--- config.mk ---
export PLATFORM = sky130hd
export DESIGN_NAME = light_bar_monitor
export DESIGN_NICKNAME = d
export VERILOG_FILES = /design/src/rtl/light_bar_monitor.sv
export SDC_FILE = /design/constraint.sdc
export NUM_CORES = 1
export LEC_CHECK = 0
export BUFFER_PORTS_ARGS = -buffer_cell sky130_fd_sc_hd__clkbuf_2
export CORE_MARGIN = 10
export CORE_UTILIZATION = 55
export DETAILED_ROUTE_END_ITERATION = 10
export PLACE_DENSITY = 0.89
export SKIP_CTS_REPAIR_TIMING = 1
export SLEW_MARGIN = 0
export SYNTH_ARGS = -nofsm -noshare
export SYNTH_HDL_FRONTEND = slang
export SYNTH_SLANG_ARGS = --single-unit
--- constraint.sdc ---
create_clock -name clk -period 6.2 [get_ports clk]
set_input_delay 0.93 -clock clk [delete_from_list [all_inputs] [get_ports clk]]
set_output_delay 0.93 -clock clk [all_outputs]
set_load 0.005 [all_outputs]
--- src/rtl/light_bar_monitor.sv ---
// Receive-side checker for a thermometer-coded light bar: decode, step check, lock FSM.
// Optional err_count output enabled by defining LIGHT_BAR_ERRCNT_EN.
module light_bar_monitor #(
    parameter  int WIDTH = 3,
    parameter  int CNT_W = 8,
    localparam int LW    = $clog2(WIDTH + 1)
) (
    input  logic             clk,
    input  logic             reset,
    input  logic [WIDTH-1:0] bar_in,
    input  logic             bar_valid,
    output logic [LW-1:0]    level,
    output logic             level_valid,
    output logic             code_err,
    output logic             seq_err,
    output logic             wrap_pulse,
    output logic [CNT_W-1:0] cycle_count,
`ifdef LIGHT_BAR_ERRCNT_EN
    output logic [CNT_W-1:0] err_count,
`endif
    output logic             locked
);

    typedef enum logic [1:0] {ACQUIRE, TRACK, FAULT} state_t;

    state_t             r_state;
    state_t             w_state_nxt;
    logic [WIDTH-1:0]   r_sample;
    logic               r_sample_vld;
    logic [LW-1:0]      r_level;
    logic               r_level_valid;
    logic               r_code_err;
    logic               r_seq_err;
    logic               r_wrap;
    logic [CNT_W-1:0]   r_cycle_cnt;

    logic               w_legal;
    logic [LW-1:0]      w_n;
    logic               w_step_ok;
    logic               w_wrap_step;
    logic [LW-1:0]      w_level_nxt;
    logic               w_lv_nxt;
    logic               w_ce_nxt;
    logic               w_se_nxt;
    logic               w_wrap_nxt;
    logic [CNT_W-1:0]   w_cnt_nxt;

    always_ff @(posedge clk or posedge reset) begin
        if (reset) begin
            r_sample     <= '0;
            r_sample_vld <= 1'b0;
        end else begin
            r_sample_vld <= bar_valid;
            if (bar_valid)
                r_sample <= bar_in;
        end
    end

    // A thermometer code plus one is a power of two (all-ones wraps to zero).
    assign w_legal = ((r_sample + WIDTH'(1)) & r_sample) == '0;

    always_comb begin
        w_n = '0;
        for (int i = 0; i < WIDTH; i++)
            w_n = w_n + LW'(r_sample[i]);
    end

    assign w_step_ok   = (w_n == r_level) ||
                         ({1'b0, w_n} == ({1'b0, r_level} + (LW + 1)'(1)));
    assign w_wrap_step = (r_level == LW'(WIDTH)) && (w_n == '0);

    always_ff @(posedge clk or posedge reset) begin
        if (reset)
            r_state <= ACQUIRE;
        else
            r_state <= w_state_nxt;
    end

    always_comb begin
        w_state_nxt = r_state;
        if (r_sample_vld) begin
            unique case (r_state)
                ACQUIRE: if (w_legal) w_state_nxt = TRACK;
                TRACK: begin
                    if (!w_legal || !(w_step_ok || w_wrap_step))
                        w_state_nxt = FAULT;
                end
                FAULT: if (w_legal && w_n == '0) w_state_nxt = TRACK;
                default: w_state_nxt = ACQUIRE;
            endcase
        end
    end

    always_comb begin
        w_level_nxt = r_level;
        w_lv_nxt    = 1'b0;
        w_ce_nxt    = 1'b0;
        w_se_nxt    = 1'b0;
        w_wrap_nxt  = 1'b0;
        w_cnt_nxt   = r_cycle_cnt;
        if (r_sample_vld) begin
            if (!w_legal) begin
                w_ce_nxt = 1'b1;
            end else begin
                w_lv_nxt    = 1'b1;
                w_level_nxt = w_n;
                if (r_state == TRACK) begin
                    if (w_wrap_step) begin
                        w_wrap_nxt = 1'b1;
                        if (r_cycle_cnt != '1)
                            w_cnt_nxt = r_cycle_cnt + CNT_W'(1);
                    end else if (!w_step_ok) begin
                        w_se_nxt = 1'b1;
                    end
                end
            end
        end
    end

    always_ff @(posedge clk or posedge reset) begin
        if (reset) begin
            r_level       <= '0;
            r_level_valid <= 1'b0;
            r_code_err    <= 1'b0;
            r_seq_err     <= 1'b0;
            r_wrap        <= 1'b0;
            r_cycle_cnt   <= '0;
        end else begin
            r_level       <= w_level_nxt;
            r_level_valid <= w_lv_nxt;
            r_code_err    <= w_ce_nxt;
            r_seq_err     <= w_se_nxt;
            r_wrap        <= w_wrap_nxt;
            r_cycle_cnt   <= w_cnt_nxt;
        end
    end

`ifdef LIGHT_BAR_ERRCNT_EN
    logic [CNT_W-1:0] r_err_cnt;

    always_ff @(posedge clk or posedge reset) begin
        if (reset)
            r_err_cnt <= '0;
        else if ((w_ce_nxt || w_se_nxt) && r_err_cnt != '1)
            r_err_cnt <= r_err_cnt + CNT_W'(1);
    end

    assign err_count = r_err_cnt;
`endif

    assign level       = r_level;
    assign level_valid = r_level_valid;
    assign code_err    = r_code_err;
    assign seq_err     = r_seq_err;
    assign wrap_pulse  = r_wrap;
    assign cycle_count = r_cycle_cnt;
    assign locked      = (r_state == TRACK);

endmodule

==> Word level (Yosys, flattened, before mapping) <==
Cells that the tools add are included.
{ "word_totals": {"regBits": 20, "in_bits": 6, "out_inout_bits": 15, "wordCells": 54} }
{ "op_classes": {"addsub": 5, "eq_ne": 9, "mux": 17, "bitwise_logic": 1, "n_reduce_logical": 13} }
{ "op_table": {"columns": ["operator", "n"], "rows": [
  ["$mux W1", 13],
  ["$add A8 B1 Y8 const B", 1],
  ["$ne A8 B8 Y1 const B", 1],
  ["$mux W2", 3],
  ["$pmux W2 S3", 1],
  ["$reduce_and A5 Y1", 1],
  ["$eq A2 B2 Y1 const B", 2],
  ["$logic_not A2 Y1", 2],
  ["$ne A2 B2 Y1 const B", 2],
  ["$reduce_and A4 Y1", 1],
  ["$add A2 B1 Y3 const B", 1],
  ["$add A3 B1 Y3 const B", 1],
  ["$and A3 B3 Y3", 1],
  ["$eq A2 B3 Y1", 1],
  ["$logic_not A3 Y1", 1],
  ["$logic_or A1 B1 Y1", 3],
  ["$add A1 B1 Y2", 1],
  ["$add A2 B1 Y2", 1],
  ["$eq A2 B1 Y1 const B", 1],
  ["$eq A2 B2 Y1", 1],
  ["$logic_and A1 B1 Y1", 2],
  ["$logic_not A1 Y1", 2],
  ["$ne A2 B1 Y1 const B", 1],
  ["$reduce_and A2 Y1", 1]
]} }

==> Logic depth before layout (Yosys ltp) <==
{ "logic_depth": {"word_depth": 9, "mapped_depth": 7, "ltp_nobuf": 6} }

==> Worst setup path before layout <==
No wires, ideal clock.
{ "synth_timing": {"kind": "register to register", "startpoint": "register r_sample[1]", "endpoint": "register r_cycle_cnt[6], in the netlist cycle_count[6]", "setup_ns": 0.128, "arrival_ns": 1.841, "required_time_ns": 6.072, "setup_slack_ns": 4.232, "stages_incl_launch_ff": 6, "n_path_buf": 0, "period_less_slack_ns": 1.968, "cell_sequence": "dfrtp_1 inv_1 fa_1 nand3_2 nor4_2 mux2_1"} }
{ "synth_via": {"elab_chain_cells": 5, "elab_cells_between_ends": 8, "cone_classes": "3 x add/sub; 1 x bitwise; 4 x reduce/logical"} }
{ "synth_rtl": {"columns": ["element", "line", "text"], "rows": [
  ["start, declared", "28", "logic [WIDTH-1:0] r_sample;"],
  ["start signal, assigned", "55", "r_sample <= bar_in;"],
  ["$add A1 B1 Y2", "65", "w_n = w_n + LW'(r_sample[i]);"],
  ["$add A2 B1 Y2", "65", null],
  ["$logic_not A2 Y1", "70", "assign w_wrap_step = (r_level == LW'(WIDTH)) && (w_n == '0);"],
  ["$logic_and A1 B1 Y1", "70", null],
  ["$reduce_and A5 Y1 (no line) (*)", null, null],
  ["end signal, assigned", "134", "r_cycle_cnt <= w_cnt_nxt;"],
  ["end, declared", "35", "logic [CNT_W-1:0] r_cycle_cnt;"]
]} }
Every way passes the cells marked *; elsewhere a longest branch is shown, timed or not.
A chain may end at the register's enable or synchronous reset.

==> Worst setup path in the final report <==
Same ends and word-level chain as after synthesis.

==> impl_metrics.yaml <==
global_route:
  grt_pass1_vias: 766
  grt_use_total_pct: 10.4
  grt_max_degree: 21
  grt_pass1_wl_um: 3390
  antenna_found_initial: 0
  gr-total-overflow: 0
sta:
  tightest_slew_ns: 0.712
  grt_setup_unrepaired: "false"
  maxSlewViolCount: 0
  clock_skew_ns: 0.00151
  relSlewSlack_pct: 52.5
  period_share_pct: 34.0
  finalSetupViolCount: 0
  setup_tns_ns: 0
  min_period_ns: 2.11
  max_freq_ghz: 0.474
  finalHoldViolations: 0
routing:
  ant_nets: 0
  drt_iter0_drc: 21
  highest_layer: "met4"
  wl_per_cell_um: 13.3
  wl_met3_um: 143
  drt_pass1_iterations: 4
  wl_met1_um: 879
  drc: 0
  wirelength_um: 1940
  wl_met2_um: 869
  dr_total_vias: 792
  via_per_inst: 5.42
synthesis:
  synth_area_leader_cell: "dfrtp_1"
  ys_types: 37
  synth_nets: 107
  synth_edf_count: 0
  synthCells: 98
  netlist_area_sq_um: 1050
  synthTopCellsByArea: "dfrtp_1 (48%), xor2_1 (5.0%), nand2_1 (3.6%)"
  synthArstFlopShare_pct: 100
  synth_common_cells: "dfrtp_1 (20), nand2_1 (10), inv_1 (7), o21ai_0 (7), xor2_1 (6)"
  synth_top_area_share_pct: 47.7
  yosys_warnings: 0
  yosysMostFrequentCell: "dfrtp_1"
  synth_area_per_cell_sq_um: 10.7
  synthFlopType: "dfrtp_1"
  synth_seq_area_share_pct: 47.7
  synth_seq_cells: 20
power:
  power-per-cell-area_nw_per_um2: 289
  power_mw: 0.349
  cellLeakagePower_nw: 0.594
  max-vdd-ir-drop_uv: 186
setup_path:
  start_kind: "flop"
  cp.required_ns: 6.40
  slowest_stage: "fa_1"
  worstPathMaxFanout: 9
  path_cells: "inv_1, fa_1, nand3_2, nor4_2, mux2_1"
  critPathCaptureType: "flop"
  worstPathArrival_ns: 2.31
  critPathKind: "reg -> reg"
  slowest_delay_ns: 0.63
  path_buf_inv: 1
  crit_family: "adder cells"
clock_tree:
  cts_root_buf: "clkbuf_4"
  clk_path_buf_depth: 2
  clk_latency_ns: 0.31
  clkTransAtPathRegs_ns: 0.11
  cts_buffers: 3
  cts_tree: "done"
  htree_levels: 1
  cts_sinks: 20
die:
  die_h_um: 63.7
  num_io_pins: 21
  initial_utilization_pct: 59.4
  num_rows: 15
  dieArea_sq_um: 4050
  die_w_um: 63.7
  coreArea_sq_um: 1760
cells_and_area:
  nFillCells: 153
  area_growth_pct: 15.5
  ff_latch_area_sq_um: 500
  fin_cells: 146
  drive_gt1_share_pct: 29.8
  layout.nets: 131
  antenna_cells: 0
  multi_input_area_sq_um: 517
outcome:
  status: "finished, final reports clean"
placed_design:
  routabilityCongestion: 0.823
  dp_cells: 142
  dp_hpwl_um: 1540
  port_buffers: 20
run:
  drv_cap: 0
worst_hold_path:
  min_path_type: "reg -> reg"
layer usage:
layer  global-route usage [%]  vias up
li1                         -      392
met1                     11.7      373
met2                     15.8       22
met3                     4.24        5
met4                     6.56        0
met5                        0        -
report_power, final:
part	switching, mW	total [mW]	internal [mW]
registers	0.0194	0.166	0.147
logic	0.0556	0.106	0.0503
clock network	0.0416	0.0775	0.0359
layout by cell type (no fill, tap or decap), types with 2 or more instances in the layout:
master	synthesis	final
dfrtp_1	20	20
clkbuf_2	0	20
nand2_1	10	10
o21ai_0	7	7
inv_1	7	7
xor2_1	6	6
nor2_1	5	5
nand3_1	4	4
xnor2_1	3	3
a21oi_1	3	3
clkbuf_4	0	3
nand3_2	2	2
nor4_2	2	2
mux2_1	2	2
o41ai_1	2	2
ha_1	2	2
worst reg2reg max path, delay by kind of cell, from the launching register on:
kind / cells / cell delay [ns]
adders and majority gates: 1 / 0.63
and+or+nand+nor: 2 / 0.58
buffers and inverters: 1 / 0.08
DFF: 1 / 0.39
muxes: 1 / 0.35
through the flow:
step                area [sq um]  hold WS (ns)  util (%)  worst slack (ns)
floorplan                   1050         0.496         -              4.23
global placement            1170         0.497      66.6              4.17
detailed placement          1170         0.512      66.6              4.10
CTS                         1210         0.527      68.7              4.09
global route                1210         0.544      68.7              3.96
finish                      1210         0.524      68.7              4.09
flip-flops by register name, indices dropped and copies added (netlist names):
register      cells
code_err          1
cycle_count       8
level             2
level_valid       1
r_sample          3
r_sample_vld      1
r_state           2
seq_err           1
wrap_pulse        1
final cells by class:
type	count	share of cell area [%]
repair buffers	20	8.26
well taps	25	2.58
inverters	7	2.17
clock buffers	4	3.00
multi-input cells	70	42.7
flip-flops and latches	20	41.3
path summary, 6_finish.rpt:
kind | start | to | slack, ns | cells past startpoint
min in group asynchronous | reset | cycle_count[5]$_DFFE_PP0P_ | 0.70 | 2
worst max-delay path | r_sample[1]$_DFFE_PP0P_ | cycle_count[6]$_DFFE_PP0P_ | 4.09 | 5
worst min register to register | cycle_count[7]$_DFFE_PP0P_ | cycle_count[7]$_DFFE_PP0P_ | 0.52 | 1
max in group asynchronous | reset | r_sample[2]$_DFFE_PP0P_ | 5.06 | 2
worst min-delay path | cycle_count[7]$_DFFE_PP0P_ | cycle_count[7]$_DFFE_PP0P_ | 0.52 | 1
worst max register to register | r_sample[1]$_DFFE_PP0P_ | cycle_count[6]$_DFFE_PP0P_ | 4.09 | 5
cells by family after synthesis:
group                      after synthesis  synth area share, %
adders and majority gates                3                 4.30
muxes                                    2                 2.15
xor gates and xnor gates                 9                 7.52
and+or+nand+nor                         40                 24.5
buffers and inverters                    8                 2.98
AOI/OAI and AO/OA                       16                 10.9
DFF                                     20                 47.7
(Power assumes the default switching activity.)
